File: src/rtl/bus_master_pkg.sv
// Shared types and constants for the DMA-style bus master and its timeout counter.
package bus_master_pkg;

    typedef enum logic [2:0] {
        ST_IDLE = 3'd0,
        ST_ARB  = 3'd1,
        ST_ADDR = 3'd2,
        ST_STB  = 3'd3,
        ST_REL  = 3'd4,
        ST_DONE = 3'd5
    } state_e;

    localparam int TIMEOUT_DEFAULT = 64;
    localparam int ADDR_W          = 16;
    localparam int DATA_W          = 16;
    localparam int CNT_W           = 8;

    // An all-zero byte-enable request means "whole word".
    function automatic logic [1:0] norm_wtbt(input logic [1:0] wtbt);
        return (wtbt == 2'b00) ? 2'b11 : wtbt;
    endfunction

endpackage

File: src/rtl/bus_master_timeout.sv
// Saturating 8-bit STB-phase counter; expired flags the last permitted wait cycle.
module bus_timeout
    import bus_master_pkg::*;
#(
    parameter int LIMIT = TIMEOUT_DEFAULT
) (
    input  logic clk_sys,
    input  logic reset_n,
    input  logic clear,
    input  logic enable,
    output logic expired
);

    localparam logic [CNT_W-1:0] LIMIT_M1 = CNT_W'(LIMIT - 1);
    localparam logic [CNT_W-1:0] CNT_MAX  = {CNT_W{1'b1}};

    logic [CNT_W-1:0] count_q;
    logic [CNT_W-1:0] count_d;

    always_comb begin
        count_d = count_q;
        if (clear) begin
            count_d = '0;
        end else if (enable && (count_q != CNT_MAX)) begin
            count_d = count_q + 1'b1;
        end
    end

    always_ff @(posedge clk_sys) begin
        if (!reset_n) begin
            count_q <= '0;
        end else begin
            count_q <= count_d;
        end
    end

    assign expired = (count_q == LIMIT_M1);

endmodule

File: src/rtl/bus_master.sv
// Single-transfer bus master: arbitrates for the bus, runs one ADDR/STB/REL cycle, reports done/err.
module bus_master
    import bus_master_pkg::*;
#(
    parameter int TIMEOUT = TIMEOUT_DEFAULT
) (
    input  logic              clk_sys,
    input  logic              reset_n,
    input  logic              cmd_req,
    input  logic [ADDR_W-1:0] cmd_addr,
    input  logic              cmd_we,
    input  logic [1:0]        cmd_wtbt,
    input  logic [DATA_W-1:0] cmd_wdata,
    output logic              cmd_busy,
    output logic              cmd_done,
    output logic              cmd_err,
    output logic [DATA_W-1:0] cmd_rdata,
    output logic              dma_req,
    input  logic              dma_grant,
    output logic [ADDR_W-1:0] bus_addr,
    output logic              bus_sync,
    output logic              bus_stb,
    output logic              bus_we,
    output logic [1:0]        bus_wtbt,
    output logic [DATA_W-1:0] bus_din,
    input  logic [DATA_W-1:0] bus_dout,
    input  logic              bus_ack
);

    state_e              state_q, state_d;
    logic [ADDR_W-1:0]   addr_q, addr_d;
    logic                we_q, we_d;
    logic [1:0]          wtbt_q, wtbt_d;
    logic [DATA_W-1:0]   wdata_q, wdata_d;
    logic                err_q, err_d;
    logic [DATA_W-1:0]   rdata_q, rdata_d;

    logic                busy_q, busy_d;
    logic                done_q, done_d;
    logic                cmd_err_q, cmd_err_d;
    logic                dma_req_q, dma_req_d;
    logic [ADDR_W-1:0]   bus_addr_q, bus_addr_d;
    logic                bus_sync_q, bus_sync_d;
    logic                bus_stb_q, bus_stb_d;
    logic                bus_we_q, bus_we_d;
    logic [1:0]          bus_wtbt_q, bus_wtbt_d;
    logic [DATA_W-1:0]   bus_din_q, bus_din_d;

    logic                tmo_clear;
    logic                tmo_enable;
    logic                tmo_expired;

    // Counter is held at zero everywhere except STB, so it starts fresh on every STB entry.
    assign tmo_clear  = (state_q != ST_STB);
    assign tmo_enable = (state_q == ST_STB) && !bus_ack;

    bus_timeout #(
        .LIMIT (TIMEOUT)
    ) u_timeout (
        .clk_sys (clk_sys),
        .reset_n (reset_n),
        .clear   (tmo_clear),
        .enable  (tmo_enable),
        .expired (tmo_expired)
    );

    always_comb begin
        state_d = state_q;
        addr_d  = addr_q;
        we_d    = we_q;
        wtbt_d  = wtbt_q;
        wdata_d = wdata_q;
        err_d   = err_q;
        rdata_d = rdata_q;

        unique case (state_q)
            ST_IDLE: begin
                if (cmd_req) begin
                    addr_d  = cmd_addr;
                    we_d    = cmd_we;
                    wtbt_d  = norm_wtbt(cmd_wtbt);
                    wdata_d = cmd_wdata;
                    err_d   = 1'b0;
                    state_d = ST_ARB;
                end
            end
            ST_ARB: begin
                if (dma_grant) begin
                    state_d = ST_ADDR;
                end
            end
            ST_ADDR: begin
                state_d = ST_STB;
            end
            ST_STB: begin
                if (bus_ack) begin
                    if (!we_q) begin
                        rdata_d = bus_dout;
                    end
                    state_d = ST_REL;
                end else if (tmo_expired) begin
                    err_d   = 1'b1;
                    state_d = ST_REL;
                end
            end
            ST_REL: begin
                state_d = ST_DONE;
            end
            ST_DONE: begin
                state_d = ST_IDLE;
            end
            default: begin
                state_d = ST_IDLE;
            end
        endcase
    end

    // Outputs are decoded from the next state so the registered copies line up with the state.
    always_comb begin
        busy_d     = (state_d != ST_IDLE);
        done_d     = (state_d == ST_DONE);
        cmd_err_d  = (state_d == ST_DONE) && err_d;
        dma_req_d  = (state_d == ST_ARB) || (state_d == ST_ADDR) ||
                     (state_d == ST_STB) || (state_d == ST_REL);
        bus_sync_d = (state_d == ST_ADDR) || (state_d == ST_STB) || (state_d == ST_REL);
        bus_stb_d  = (state_d == ST_STB);
        bus_addr_d = bus_sync_d ? addr_d : '0;
        bus_we_d   = bus_sync_d && we_d;
        bus_wtbt_d = bus_sync_d ? wtbt_d : 2'b00;
        bus_din_d  = (bus_sync_d && we_d) ? wdata_d : '0;
    end

    always_ff @(posedge clk_sys) begin
        if (!reset_n) begin
            state_q    <= ST_IDLE;
            addr_q     <= '0;
            we_q       <= 1'b0;
            wtbt_q     <= 2'b00;
            wdata_q    <= '0;
            err_q      <= 1'b0;
            rdata_q    <= '0;
            busy_q     <= 1'b0;
            done_q     <= 1'b0;
            cmd_err_q  <= 1'b0;
            dma_req_q  <= 1'b0;
            bus_addr_q <= '0;
            bus_sync_q <= 1'b0;
            bus_stb_q  <= 1'b0;
            bus_we_q   <= 1'b0;
            bus_wtbt_q <= 2'b00;
            bus_din_q  <= '0;
        end else begin
            state_q    <= state_d;
            addr_q     <= addr_d;
            we_q       <= we_d;
            wtbt_q     <= wtbt_d;
            wdata_q    <= wdata_d;
            err_q      <= err_d;
            rdata_q    <= rdata_d;
            busy_q     <= busy_d;
            done_q     <= done_d;
            cmd_err_q  <= cmd_err_d;
            dma_req_q  <= dma_req_d;
            bus_addr_q <= bus_addr_d;
            bus_sync_q <= bus_sync_d;
            bus_stb_q  <= bus_stb_d;
            bus_we_q   <= bus_we_d;
            bus_wtbt_q <= bus_wtbt_d;
            bus_din_q  <= bus_din_d;
        end
    end

    assign cmd_busy  = busy_q;
    assign cmd_done  = done_q;
    assign cmd_err   = cmd_err_q;
    assign cmd_rdata = rdata_q;
    assign dma_req   = dma_req_q;
    assign bus_addr  = bus_addr_q;
    assign bus_sync  = bus_sync_q;
    assign bus_stb   = bus_stb_q;
    assign bus_we    = bus_we_q;
    assign bus_wtbt  = bus_wtbt_q;
    assign bus_din   = bus_din_q;

endmodule

File: config.mk
export PLATFORM = sky130hd
export DESIGN_NAME = bus_master
export DESIGN_NICKNAME = d
export VERILOG_FILES = /design/src/rtl/bus_master_pkg.sv /design/src/rtl/bus_master_timeout.sv /design/src/rtl/bus_master.sv
export SDC_FILE = /design/constraint.sdc
export NUM_CORES = 1
export LEC_CHECK = 0
export BUFFER_PORTS_ARGS = -buffer_cell sky130_fd_sc_hd__buf_4
export CORE_ASPECT_RATIO = 1.4
export CORE_MARGIN = 3
export CORE_UTILIZATION = 30
export DETAILED_ROUTE_END_ITERATION = 6
export PLACE_DENSITY_LB_ADDON = 0.12
export SLEW_MARGIN = 15
export SYNTH_ARGS = -nofsm -noshare
export SYNTH_HDL_FRONTEND = slang
export SYNTH_SLANG_ARGS = --single-unit
File: constraint.sdc
create_clock -name clk_sys -period 2.1 [get_ports clk_sys]
set_clock_uncertainty 0.05 [all_clocks]
set_input_delay 0.21 -clock clk_sys [delete_from_list [all_inputs] [get_ports clk_sys]]
set_output_delay 0.21 -clock clk_sys [all_outputs]
set_load 0.02 [all_outputs]
=== After elaboration in Yosys (flattened, before gate mapping) ===
Index checks and enable logic that the tools add are counted.

* Register bits: 104
* Latch bits: 0
* Memory bits (read-only): 0
* RAM bits: 0
* Memories: 0
* Output and inout port bits: 57

* Add/sub/neg operators: 1
* $mul: 0
* Shift operators: 0
* Order comparisons: 0
* Divide/modulo/power cells: 0
* Reductions and logical operators: 17
* Bitwise logic cells: 2
* Equal/unequal tests: 12
* Mux-type cells: 18

{| class="wikitable"
|+ Operators by type and width
! cell !! number
|-
| 16-bit 2-to-1 mux || 4
|-
| 3-bit case mux with 5 select lines || 1
|-
| 3-bit by 2-bit == test with 1-bit output (second input constant) || 4
|-
| 3-bit 2-to-1 mux || 4
|-
| 3-bit == test (second input constant) || 3
|-
| 8-bit by 1-bit adder with 8-bit output (second input constant) || 1
|-
| 8-bit by 6-bit == test with 1-bit output (second input constant) || 1
|-
| 8-bit inequality test (second input constant) || 1
|-
| 3-bit by 1-bit == test with 1-bit output (second input constant) || 2
|-
| 2-bit 2-to-1 mux || 3
|-
| 1-bit logical OR || 5
|-
| 1-bit 2-to-1 mux || 5
|-
| 1-bit logical AND || 4
|-
| 2-bit AND reduction || 2
|-
| 3-bit logical NOT || 1
|-
| 3-bit by 2-bit inequality test with 1-bit output (second input constant) || 1
|-
| 3-bit AND reduction || 1
|-
| 3-bit nonzero test || 1
|-
| 2-bit logical NOT || 1
|-
| 1-bit NOT || 2
|-
| 1-bit case mux with 2 select lines || 1
|-
| 2-bit OR reduction || 1
|-
| 1-bit logical NOT || 1
|}

=== Logic depth before layout (Yosys ltp) ===
* Depth after elaboration: 9
* Depth in mapped cells: 7
* Gate-level depth less buffers: 5

=== Cells and area by module ===
A second synthesis with hierarchy kept.

* Cells, all modules: 415
* Area total of the unflattened synthesis: 3,973.8 um^2

{| class="wikitable"
|+ Modules (own cells, without submodules)
! module !! area each (um^2) !! cells an instance !! sequential area each (um^2) !! times used
|-
| bus_master || 3,497.1 || 360 || 1,921.8 || 1
|-
| bus_timeout || 476.7 || 55 || 160.2 || 1
|}

=== Least setup slack after synthesis ===
OpenSTA, ideal clock, no wires.

* Path kind: flip-flop to flip-flop
* Start point: register state_q[2]
* End point: register bus_din_q[10], in the netlist bus_din[10]
* Clock period less this slack: 1,604 ps
* Arrival: 1,436 ps
* Data required time: 1,932 ps
* Path buffers: 2
* Setup time: 118 ps
* Cell stages (with the launch flop): 7
* Path slack: 496 ps
* Cells stage by stage: dfxtp_1 nor4b_2 buf_4 mux2_4 nand3_4 buf_2 nor2_1

* Word-level cells in the longest chain between the ends: 8

{| class="wikitable"
|+ RTL lines
! item !! line !! source
|-
| start: declaration || bus_master.sv:30 || <nowiki>state_e state_q, state_d;</nowiki>
|-
| start signal: assignment || bus_master.sv:153 || <nowiki>state_q <= state_d;</nowiki>
|-
| 3-bit 2-to-1 mux || bus_master.sv:101 || <nowiki>end else if (tmo_expired) begin</nowiki>
|-
| 3-bit 2-to-1 mux || bus_master.sv:96 || <nowiki>if (bus_ack) begin</nowiki>
|-
| 3-bit case mux with 5 select lines || bus_master.sv:76 || <nowiki>unique case (state_q)</nowiki>
|-
| 3-bit by 2-bit == test with 1-bit output || bus_master.sv:125 || <nowiki>bus_sync_d = (state_d == ST_ADDR) || (state_d == ST_STB) || (state_d == ST_REL);</nowiki>
|-
| 1-bit logical OR (2 in series) || bus_master.sv:125 ||
|-
| 1-bit logical AND || bus_master.sv:130 || <nowiki>bus_din_d = (bus_sync_d && we_d) ? wdata_d : '0;</nowiki>
|-
| 2-bit AND reduction (no source line) || -- ||
|-
| end signal: assignment || bus_master.sv:169 || <nowiki>bus_din_q <= bus_din_d;</nowiki>
|-
| end: declaration || bus_master.sv:47 || <nowiki>logic [DATA_W-1:0] bus_din_q, bus_din_d;</nowiki>
|}

Several ways; a longest one is shown, not always the timed one.
A chain may end at the register's enable or synchronous reset.

=== Worst setup path after layout ===
* Start point: register state_q[0]
* End point: register u_timeout.count_q[7]

* Word-level cells in the longest chain between the ends: 3

{| class="wikitable"
|+ RTL lines
! item !! line !! source
|-
| 3-bit by 2-bit == test with 1-bit output || bus_master.sv:55 || <nowiki>assign tmo_enable = (state_q == ST_STB) && !bus_ack;</nowiki>
|-
| 1-bit logical AND || bus_master.sv:55 ||
|-
| 1-bit logical AND || bus_master_timeout.sv:24 || <nowiki>end else if (enable && (count_q != CNT_MAX)) begin</nowiki>
|-
| end signal: assignment || bus_master_timeout.sv:33 || <nowiki>count_q <= count_d;</nowiki>
|-
| end: declaration || bus_master_timeout.sv:17 || <nowiki>logic [CNT_W-1:0] count_q;</nowiki>
|}

Several ways; a longest one is shown, not always the timed one.

==> impl_metrics.tcl <==
set metrics [dict create \
    synth_cells 358 \
    synthArstFlopShare_pct 0 \
    yosys_warnings 0 \
    syn_area_mm2 0.003570 \
    fillers 1131 \
    top_layer "met4" \
    fin_crit_ns 1.796 \
    whs_ns 0.04481 \
    power_mw 4.229 \
    pwr-share-seq_pct 49.4 \
    drtAntennaViolNets 0 \
    critical_path_class "reg -> reg" \
    antenna_found_initial 0 \
    port_buffers 112 \
    clkTransAtPathRegs_ns 0.07 \
    place.gp.congestion 0.6928 \
    drc 0 \
    grt_pass1_wl_um 13470 \
    wire_per_inst_um 13.45 \
    grt.total_usage_pct 12.64 \
    path_max_fanout 13 \
    seqCellArea_mm2 0.002082 \
    netSwitchingPower_mw 1.007 \
    maxCapViolCount 0 \
    dp_hpwl_um 5806 \
    crit_required_ns 2.32 \
    clock_power_share_pct 40.4 \
    root_buffer "clkbuf_16" \
    peakVddDrop_uv 437.4 \
    numCtsBuffers 9 \
    die-area_mm2 0.01326 \
    vias 2794 \
    via_per_inst 4.528 \
    grt-ovfl-total 0 \
    intPower_mw 3.223 \
    placed_cell_area_mm2 0.004589 \
    switching_share_pct 23.81 \
    ys_seq_area_share_pct 58.32 \
    mostFrequentLayoutCells "buf_4 (116), dfxtp_1 (104), nor2_1 (62), nand2_1 (41), mux2i_1 (32)" \
    met3WireLength_um 547 \
    start_util_pct 31.17 \
    post_cts_resized 0 \
    hp-class "in -> reg" \
    htreeDepth 3 \
    n_antenna_cell 0 \
    die_h_um 135.1 \
    slew_headroom_pct 70.15 \
    powerDensity_mw_per_mm2 863.9 \
    mostFrequentLayoutCell "buf_4" \
    die_w_um 98.19 \
    finalCritPeriodShare_pct 85.54 \
    start_kind "flip-flop" \
    row_count 46 \
    grt_pass1_vias 2739 \
    status "completed" \
    grt_max_degree 30 \
    routed-wl-met2_um 4113 \
    cts.sinks 104 \
    first_pass_iters 4 \
    synth.avg_cell_area_um2 9.971 \
    ios 113 \
    fmax_ghz 0.5567 \
    area_delta_synth_final_pct 37.15 \
    drt_iter0_markers 116 \
    cts_tree "built" \
    fin_nets 525 \
    pwr-share-comb_pct 10.2 \
    setup_viol 0 \
    hold_violations 0 \
    power_leakage_nw 2.019 \
    ys_ff_latch 104 \
    post_cts_buffers 0 \
    final.setup.tns_ns 0 \
    core_mm2 0.01145 \
    multi_input_area_mm2 0.001374 \
    rsz0062_at_grt "no" \
    tightest_slew_ns 0.4471 \
    worst_ep_arrival_time_ns 2.01 \
    synth_ff_type "dfxtp_1" \
    end_kind "flip-flop" \
    drt_wl_total_um 8298 \
    postCtsHoldBufs 0 \
    final_cell_area_mm2 0.004896 \
    synthesis.nets 415 \
    drive_above_1_share_pct 31.08 \
    slew_violations 0 \
    synth_edf_count 0 \
    post-route-util_pct 42.75 \
    clock_latency_ns 0.34 \
    synth_cell_type_count 43 \
    clockBufferDepth 2 \
    wl_met1_um 3473 \
]
[synth_stat cells, types with 2 or more instances]
| cell type | n | area share, % |
|---|---|---|
| dfxtp_1 | 104 | 58 |
| nor2_1 | 62 | 6.5 |
| nand2_1 | 41 | 4.3 |
| mux2i_1 | 32 | 9.0 |
| a21oi_1 | 28 | 3.9 |
| a211oi_1 | 17 | 3.6 |
| buf_2 | 10 | 1.4 |
| clkbuf_1 | 6 | 0.63 |
| inv_1 | 5 | 0.53 |
| nor3_1 | 5 | 0.70 |
| and2_1 | 4 | 0.70 |
| a311oi_1 | 3 | 0.74 |
| o21ai_0 | 3 | 0.42 |
| and3_1 | 2 | 0.35 |
| buf_6 | 2 | 0.63 |
| nand3_1 | 2 | 0.28 |
| nand3b_1 | 2 | 0.42 |
| o21a_1 | 2 | 0.42 |
| o31ai_1 | 2 | 0.42 |
| or2_2 | 2 | 0.35 |
| or4_1 | 2 | 0.42 |
[layer usage]
metal / GRT usage, % / vias to the layer above
li1: - / 1440
met1: 14.77 / 1276
met2: 21.14 / 65
met3: 3.773 / 13
met4: 6.150 / 0
met5: 0 / -
[worst max-delay path, stage by stage, from the launching register on]
cell and delay, ns:
dfxtp_1 0.60, and4bb_4 0.36, o21ai_4 0.09, or4_1 0.47
a21oi_1 0.16
[power groups by stage]
stage	combinational, mW	sequential (mW)	clock (mW)
detailed placement	0.443	2.13	0
CTS	0.444	2.09	1.77
finish	0.432	2.09	1.71
global route	0.476	2.10	1.84
floorplan	0.234	2.15	0
global placement	0.437	2.13	0
[sequential cells by signal, indices dropped and copies added (netlist names)]
name / count
wdata_q: 16
addr_q: 16
u_timeout.count_q: 8
bus_din: 16
bus_wtbt: 2
wtbt_q: 2
bus_addr: 16
cmd_busy: 1
we_q: 1
cmd_rdata: 16
err_q: 1
bus_sync: 1
bus_stb: 1
bus_we: 1
dma_req: 1
state_q: 3
cmd_err: 1
cmd_done: 1
[metrics by stage]
step / std cells / setup slack (ns)
floorplan: 358 / 0.4960
global placement: 601 / 0.3686
detailed placement: 601 / 0.3100
CTS: 617 / 0.2972
global route: 617 / 0.1845
finish: 617 / 0.3036
[path summary, 6_finish.rpt]
kind	end	cells past startpoint	slack (ns)	start
max	u_timeout.count_q[7]$_SDFFE_PP0P_	4	0.30	state_q[0]$_SDFF_PN0_
min	wtbt_q[0]$_SDFF_PN0_	2	0.04	cmd_wtbt[1]
max reg2reg	u_timeout.count_q[7]$_SDFFE_PP0P_	4	0.30	state_q[0]$_SDFF_PN0_
min reg2reg	addr_q[11]$_SDFF_PN0_	2	0.42	addr_q[11]$_SDFF_PN0_
[final cells by class]
type / instances / share of cell area, %
Clock buffer: 11 / 4.958
Inverter: 6 / 0.4600
Tap cell: 144 / 3.680
Sequential cell: 104 / 42.52
Multi-Input combinational cell: 228 / 28.06
Clock inverter: 5 / 1.303
Timing Repair Buffer: 119 / 19.01
[cells by family (layout without fill, tap and decap cells)]
kind of cell             count (synthesis)  count (layout)  synth area share [%]
multiplexers                            33              33                 9.394
flip-flops                             104             104                 58.32
XOR/XNOR                                 2               2                0.4908
AO/OA/AOI/OAI                           58              58                 10.55
adder cells (fa/ha/maj)                  1               1                0.3505
buffers and inverters                   26             141                 3.610
AND/OR/NAND/NOR                        134             134                 17.28
Power figures use the tool's default switching activity.
